## config.mk

```make
export PLATFORM = sky130hd
export DESIGN_NAME = y_adapt_binarize
export DESIGN_NICKNAME = d
export VERILOG_FILES = /design/src/rtl/y_adapt_binarize.sv
export SDC_FILE = /design/constraint.sdc
export NUM_CORES = 1
export LEC_CHECK = 0
export CAP_MARGIN = 20
export CORE_MARGIN = 10
export CORE_UTILIZATION = 55
export CTS_CLUSTER_SIZE = 20
export DETAILED_ROUTE_END_ITERATION = 10
export PLACE_DENSITY_LB_ADDON = 0.2
export SYNTH_ARGS = -nofsm -noshare
export SYNTH_HDL_FRONTEND = slang
export SYNTH_SLANG_ARGS = --single-unit
```

## constraint.sdc

```tcl
create_clock -name clk -period 3 [get_ports clk]
set_clock_uncertainty 0.05 [all_clocks]
set_input_delay 0.45 -clock clk [delete_from_list [all_inputs] [get_ports clk]]
set_output_delay 0.45 -clock clk [all_outputs]
set_load 0.02 [all_outputs]
```

## src/rtl/y_adapt_binarize.sv

```systemverilog
// rtl/y_adapt_binarize.sv - adaptive 1-bit binarizer thresholded on the previous frame's mean luminance
// Optional feature macro: BIN_THRESH_IIR_EN (threshold smoothed by a 1/2 IIR instead of direct replacement)
module y_adapt_binarize #(
    parameter logic [9:0] IMG_HDISP     = 10'd640,
    parameter logic [9:0] IMG_VDISP     = 10'd480,
    parameter logic [7:0] THRESH_INIT   = 8'd128,
    parameter logic [7:0] THRESH_OFFSET = 8'd0
) (
    input  logic       clk,
    input  logic       rst_n,
    input  logic       per_frame_vsync,
    input  logic       per_frame_href,
    input  logic       per_frame_clken,
    input  logic [7:0] per_img_Y,
    output logic       post_frame_vsync,
    output logic       post_frame_href,
    output logic       post_frame_clken,
    output logic       post_img_Bit,
    output logic [7:0] frame_mean,
    output logic [7:0] thresh,
    output logic       frame_done,
    output logic       pix_count_err
);

    localparam logic [1:0] S_IDLE   = 2'd0;
    localparam logic [1:0] S_ACCUM  = 2'd1;
    localparam logic [1:0] S_DIVIDE = 2'd2;
    localparam logic [1:0] S_UPDATE = 2'd3;

    localparam logic [19:0] FRAME_PIX = {10'd0, IMG_HDISP} * {10'd0, IMG_VDISP};
    localparam logic [18:0] CNT_MAX   = '1;
    localparam logic [4:0]  DIV_LAST  = 5'd26;

    logic [1:0]  state;
    logic        vs_d;
    logic [26:0] sum;
    logic [18:0] cnt;
    logic [26:0] dvd;
    logic [18:0] rem;
    logic [4:0]  div_cnt;

    logic        pix_ok;
    logic        vs_rise;
    logic        vs_fall;
    logic [26:0] sum_start;
    logic [18:0] cnt_start;

    assign pix_ok    = per_frame_vsync & per_frame_href & per_frame_clken;
    assign vs_rise   = per_frame_vsync & ~vs_d;
    assign vs_fall   = ~per_frame_vsync & vs_d;
    assign sum_start = pix_ok ? 27'(per_img_Y) : 27'd0;
    assign cnt_start = pix_ok ? 19'd1 : 19'd0;

    // Restoring divider: dvd shifts out dividend bits MSB first and fills with quotient bits.
    logic [19:0] rem_sh;
    logic [20:0] rem_diff;
    logic        q_bit;

    assign rem_sh   = {rem, dvd[26]};
    assign rem_diff = {1'b0, rem_sh} - {2'b00, cnt};
    assign q_bit    = ~rem_diff[20];

    logic [7:0] q;
    logic [8:0] q_off;
    logic [7:0] q_sat;
    logic [7:0] thresh_nxt;

    assign q     = dvd[7:0];
    assign q_off = {1'b0, q} + {1'b0, THRESH_OFFSET};
    assign q_sat = q_off[8] ? 8'hFF : q_off[7:0];

`ifdef BIN_THRESH_IIR_EN
    logic [8:0] iir_sum;
    assign iir_sum    = {1'b0, thresh} + {1'b0, q_sat} + 9'd1;
    assign thresh_nxt = 8'(iir_sum >> 1);
`else
    assign thresh_nxt = q_sat;
`endif

    always_ff @(posedge clk or negedge rst_n) begin
        if (!rst_n) begin
            // Treat vsync as already high so a reset released mid-frame is not taken as a frame start.
            vs_d             <= 1'b1;
            post_frame_vsync <= 1'b0;
            post_frame_href  <= 1'b0;
            post_frame_clken <= 1'b0;
            post_img_Bit     <= 1'b0;
            state            <= S_IDLE;
            sum              <= '0;
            cnt              <= '0;
            dvd              <= '0;
            rem              <= '0;
            div_cnt          <= '0;
            frame_mean       <= '0;
            thresh           <= THRESH_INIT;
            frame_done       <= 1'b0;
            pix_count_err    <= 1'b0;
        end else begin
            vs_d             <= per_frame_vsync;
            post_frame_vsync <= per_frame_vsync;
            post_frame_href  <= per_frame_href;
            post_frame_clken <= per_frame_clken;
            post_img_Bit     <= per_frame_href & (per_img_Y >= thresh);
            frame_done       <= 1'b0;

            case (state)
                S_IDLE: begin
                    if (vs_rise) begin
                        sum   <= sum_start;
                        cnt   <= cnt_start;
                        state <= S_ACCUM;
                    end
                end
                S_ACCUM: begin
                    if (vs_fall) begin
                        dvd     <= (cnt == '0) ? 27'd0 : sum;
                        rem     <= '0;
                        div_cnt <= '0;
                        state   <= (cnt == '0) ? S_UPDATE : S_DIVIDE;
                    end else if (pix_ok) begin
                        sum <= sum + 27'(per_img_Y);
                        if (cnt != CNT_MAX) begin
                            cnt <= cnt + 19'd1;
                        end
                    end
                end
                S_DIVIDE: begin
                    if (vs_rise) begin
                        sum   <= sum_start;
                        cnt   <= cnt_start;
                        state <= S_ACCUM;
                    end else begin
                        dvd     <= {dvd[25:0], q_bit};
                        rem     <= q_bit ? 19'(rem_diff) : 19'(rem_sh);
                        div_cnt <= div_cnt + 5'd1;
                        if (div_cnt == DIV_LAST) begin
                            state <= S_UPDATE;
                        end
                    end
                end
                S_UPDATE: begin
                    frame_mean    <= q;
                    pix_count_err <= ({1'b0, cnt} != FRAME_PIX);
                    frame_done    <= 1'b1;
                    // An empty frame carries no information, so the threshold is left alone.
                    if (cnt != '0) begin
                        thresh <= thresh_nxt;
                    end
                    if (vs_rise) begin
                        sum   <= sum_start;
                        cnt   <= cnt_start;
                        state <= S_ACCUM;
                    end else begin
                        state <= S_IDLE;
                    end
                end
                default: state <= S_IDLE;
            endcase
        end
    end

endmodule

```

# Word level (Yosys, flattened, before mapping)

Index checks and enable logic that the tools add are counted.

Memories: 0
Memory bits (read-only): 0
Bits in registers: 122
RAM bits: 0
Bits in latches: 0
Bits of input ports: 13
Output and inout bits: 22

Eq/ne operators: 14
Reduce and logical (&&, ||, !) cells: 10
Shift-type cells: 0
$mul: 0
Add/subtract/negate cells: 4
Divide/modulo/power cells: 0
$lt $le $gt $ge: 1
Bitwise gates (word level): 8
Mux-type cells: 30

Operator list:

| cell                    | number |
|---|---|
| $mux W27                | 6 |
| $mux W19                | 7 |
| $pmux W27 S2            | 2 |
| $pmux W19 S2            | 2 |
| $ne A19 B19 Y1 const B  | 2 |
| $add A27 B8 Y27         | 1 |
| $sub A20 B19 Y21        | 1 |
| $add A19 B1 Y19 const B | 1 |
| $logic_not A19 Y1       | 1 |
| $reduce_bool A19 Y1     | 1 |
| $ne A2 B2 Y1 const B    | 6 |
| $mux W5                 | 2 |
| $pmux W5 S2             | 1 |
| $reduce_and A3 Y1       | 3 |
| $ge A8 B8 Y1            | 1 |
| $mux W2                 | 4 |
| $mux W8                 | 1 |
| $pmux W2 S4             | 1 |
| $add A5 B1 Y5 const B   | 1 |
| $and A1 B1 Y1           | 5 |
| $eq A5 B5 Y1 const B    | 1 |
| $eq A2 B2 Y1 const B    | 2 |
| $mux W1                 | 4 |
| $reduce_and A4 Y1       | 1 |
| 8 further kinds         | 10 |

# Longest topological paths before layout

Depth in word-level cells: 5
Depth in mapped cells: 12
Mapped depth without buffers: 11

# Worst setup path after synthesis

Ideal clock, no wire load.

Path type: reg-to-reg
Start point: register dvd[26]
End point: register rem[18]
Path slack: 0.171 ns
Setup time: 0.126 ns
Arrival time: 2.653 ns
Required time: 2.824 ns
Cell stages (with the launch flop): 12
Cells stage by stage: dfrtp_1 -> inv_1 -> ha_1 -> inv_1 -> fa_1 -> a211oi_1 -> o21ai_1 -> a311o_1 -> a22oi_2 -> nand2b_1 -> inv_2 -> a221o_1

Word-level cells in the longest chain between the ends: 4

Ends and longest elaborated chain:

| what                     | line | source |
|---|---|---|
| start: declaration       | 38   | `logic [26:0] dvd;` |
| start signal: assignment | 116  | `dvd <= (cnt == '0) ? 27'd0 : sum;` |
| start signal: assignment | 133  | `dvd <= {dvd[25:0], q_bit};` |
| $sub A20 B19 Y21         | 60   | `assign rem_diff = {1'b0, rem_sh} - {2'b00, cnt};` |
| $mux W19                 | 134  | `rem <= q_bit ? 19'(rem_diff) : 19'(rem_sh);` |
| $mux W19                 | 128  | `if (vs_rise) begin` |
| $pmux W19 S2             | 106  | `case (state)` |
| end signal: assignment   | 134  |  |
| end: declaration         | 39   | `logic [18:0] rem;` |

No other way between the ends. The select of a mux whose other input is x is not followed.
A chain may end at the register's enable or synchronous reset.

# Worst setup path after layout

Start point: register dvd[26]
End point: register dvd[0]

Word-level cells in the longest chain between the ends: 4

Ends and longest elaborated chain:

| what             | line | source |
|---|---|---|
| $sub A20 B19 Y21 | 60   |  |
| $not A1 Y1       | 61   | `assign q_bit = ~rem_diff[20];` |
| $mux W27         | 128  |  |
| $pmux W27 S2     | 106  |  |

No other way between the ends. The select of a mux whose other input is x is not followed.

==> metrics.cfg <==
[outcome]
status=finished clean

[power]
p_seq_frac=0.288
ir_drop_mv=0.9965
switching_power_mw=3.394
power_mw=8.674
powerDensity_mw_per_mm2=1021
comb_power_share=0.457
swShare=0.3913
p_int_mw=5.280
power_leakage_nw=3.717
p_clk_frac=0.255

[drt]
routed_wl_mm=17.20
wire_per_inst_microns=16.74
ant_nets=0
viasPerCell=5.890
dr.pass1.iters=5
drc=0
drt-initial-drc-count=359
num_vias=6049

[critical_path]
worstPathCellList=inv_1 > ha_1 > inv_1 > fa_1 > a211oi_2 > o21ai_1 > a311o_1 > a22oi_2 > buf_12 > nor2_1 > a31oi_1 > o21ai_1
cp-end-kind=flip-flop
critPathRequiredTime_ns=3.25
critPathArrivalTime_ns=3.05
max_stage_delay_ns=0.42
worstSetupPathType=flip-flop to flip-flop
start_kind=flip-flop
cpMaxStageDelayCell=fa_1
cp_max_fo=34

[floorplan]
rows=41
start_util=0.5629
die_area_sq_mm=0.01792
boundaryPins=35
die_h_microns=133.9
coreArea_sq_mm=0.01267
die_w_microns=133.9

[yosys]
synth.most_common_cell=dfrtp_1
avgSynthCellArea_sq_um=9.062
ys_types=68
synth_area_sq_mm=0.007132
ys.flop_type=dfrtp_1
yosysSeqAreaShare=0.4284
synth_edf_count=0
yosys-top-cells-area=dfrtp_1 42%, ha_1 6.8%, nor2_1 5.2%
synth_common_cells=120 x dfrtp_1, 99 x nor2_1, 79 x nand2_1
post-synth-top-area-cell=dfrtp_1
synth_top_area_frac=0.4211
yosysWarnings=0
syn_nets=841
async_flop_share=1.000
syn_inst=787
synth_seq_cells=122

[sta]
period_share=0.9341
tns_ns=0
worstMarginPinSlew_ns=0.6836
setup_viol=0
report.final.slew_viol_count=0
fmax_ghz=0.3568
rsz0062_at_grt=false
fin_crit_ns=2.802
holdWs_ns=0.01883
setup_slack_ns=0.1976
slew_headroom=0.5412
hold_viol_final=0

[global_routing]
grtUsageTotal=0.1979
grt_pass1_wl_mm=29.30
grt_overflow_total=0
grt_pass1_vias=6028
antenna_found_initial=0
grt_max_degree=123

[cells_and_area]
ff_latch_area_sq_mm=0.003055
stdcell_area_sq_mm=0.008496
nets=896
multi_input_area_sq_mm=0.003801
final_cells=1027
fillers=1020
insertedDiodeCount=0
post-route-util=0.6705
drive_gt1_frac=0.1251
syn2layout_area_growth_pct=19.12

[cts]
cts_tree=yes
post_cts_buffers=0
clockBufferDepth=2
holdBufCountCts=0
clk_pin_slew_ns=0.06
cts_root_buf=clkbuf_16
clock_sinks=122
htree_num_levels=4
cts_buffers=17
ctsResizeCount=0
insertion_delay_ns=0.43

[placement]
gp_congestion=0.9273
place_inst=995
placed_area_sq_mm=0.007850
port_buffers=34
pre_cts_ws_ns=-0.2874
dpl.hpwl_mm=11.96

[hold_path]
worstHoldPathType=input port to async pin

[flow_run]
drv_cap=0

==> layout make-up <==
| class | count | share of cell area |
|---|---|---|
| Sequential cell | 122 | 0.3596 |
| Inverter | 46 | 0.02032 |
| Clock inverter | 15 | 0.02474 |
| Multi-Input combinational cell | 589 | 0.4474 |
| Clock buffer | 17 | 0.05007 |
| Timing Repair Buffer | 66 | 0.07246 |
| Tap cell | 172 | 0.02533 |
==> power by group through the flow <==
stage / Combinational [mW] / Sequential [mW] / Clock (mW)
floorplan: 2.65 / 2.57 / 0
global placement: 3.80 / 2.49 / 0
detailed placement: 3.90 / 2.52 / 0
CTS: 3.94 / 2.50 / 2.25
global route: 4.40 / 2.56 / 2.32
finish: 3.96 / 2.50 / 2.21
==> worst paths after layout <==
kind	start	end	slack, ns	cells after the start
setup / recovery	dvd[26]	dvd[0]	0.20	12
hold / removal	rst_n	thresh[4]	0.02	2
setup reg to reg	dvd[26]	dvd[0]	0.20	12
hold reg to reg	frame_mean[7]	frame_mean[7]	0.45	1
max in group asynchronous	rst_n	div_cnt[3]	2.31	2
min in group clk	frame_mean[7]	frame_mean[7]	0.45	1
==> cell families after synthesis <==
group	synth area share
AND/OR/NAND/NOR	0.2046
AO/OA/AOI/OAI	0.1597
flip-flops	0.4284
buffers and inverters	0.04070
XOR/XNOR	0.05895
adder cells (fa/ha/maj)	0.07404
multiplexers	0.03368
==> sequential cells by signal, summed over array words and instances, names as in the netlist <==
register	cells
vs_d	1
frame_done	1
post_img_Bit	1
sum	27
state	2
cnt	19
post_frame_clken	1
dvd	27
pix_count_err	1
post_frame_href	1
frame_mean	8
thresh	8
rem	19
div_cnt	5
post_frame_vsync	1
==> cell usage in the layout (no fill, tap or decap), types with 3 or more instances in the layout <==
master,instances
a211oi_1,6
a21o_1,8
a21oi_1,34
a221oi_1,4
a22o_1,8
a31o_2,4
a31oi_1,32
a32oi_1,4
and3_1,9
buf_12,3
buf_4,30
bufinv_16,4
clkbuf_16,17
clkdlybuf4s50_1,33
dfrtp_1,120
ha_1,39
inv_1,44
inv_6,6
mux2_2,16
mux2i_1,6
nand2_1,79
nand2b_1,7
nand3_1,54
nand4_1,11
nor2_1,98
nor2b_1,7
nor3_1,13
nor4_1,4
o211ai_1,4
o21ai_0,32
o21ai_1,10
o21bai_1,3
or3_1,3
xnor2_1,38
xor2_1,10
==> layer usage <==
metal / up-vias / part of all wire / GRT usage
li1: 2908 / - / -
met1: 2899 / 0.44 / 0.2493
met5: - / 0 / 0
met2: 208 / 0.48 / 0.3249
met4: 0 / 0.021 / 0.07013
met3: 34 / 0.062 / 0.04705
==> critical path, delay by kind of cell, from the launching register on <==
kind / cells / cell delay (ns)
AO/OA/AOI/OAI: 6 / 1.29
adder cells (fa/ha/maj): 2 / 0.57
flip-flops: 1 / 0.37
buffers and inverters: 3 / 0.33
AND/OR/NAND/NOR: 1 / 0.06
(Power assumes the default switching activity.)
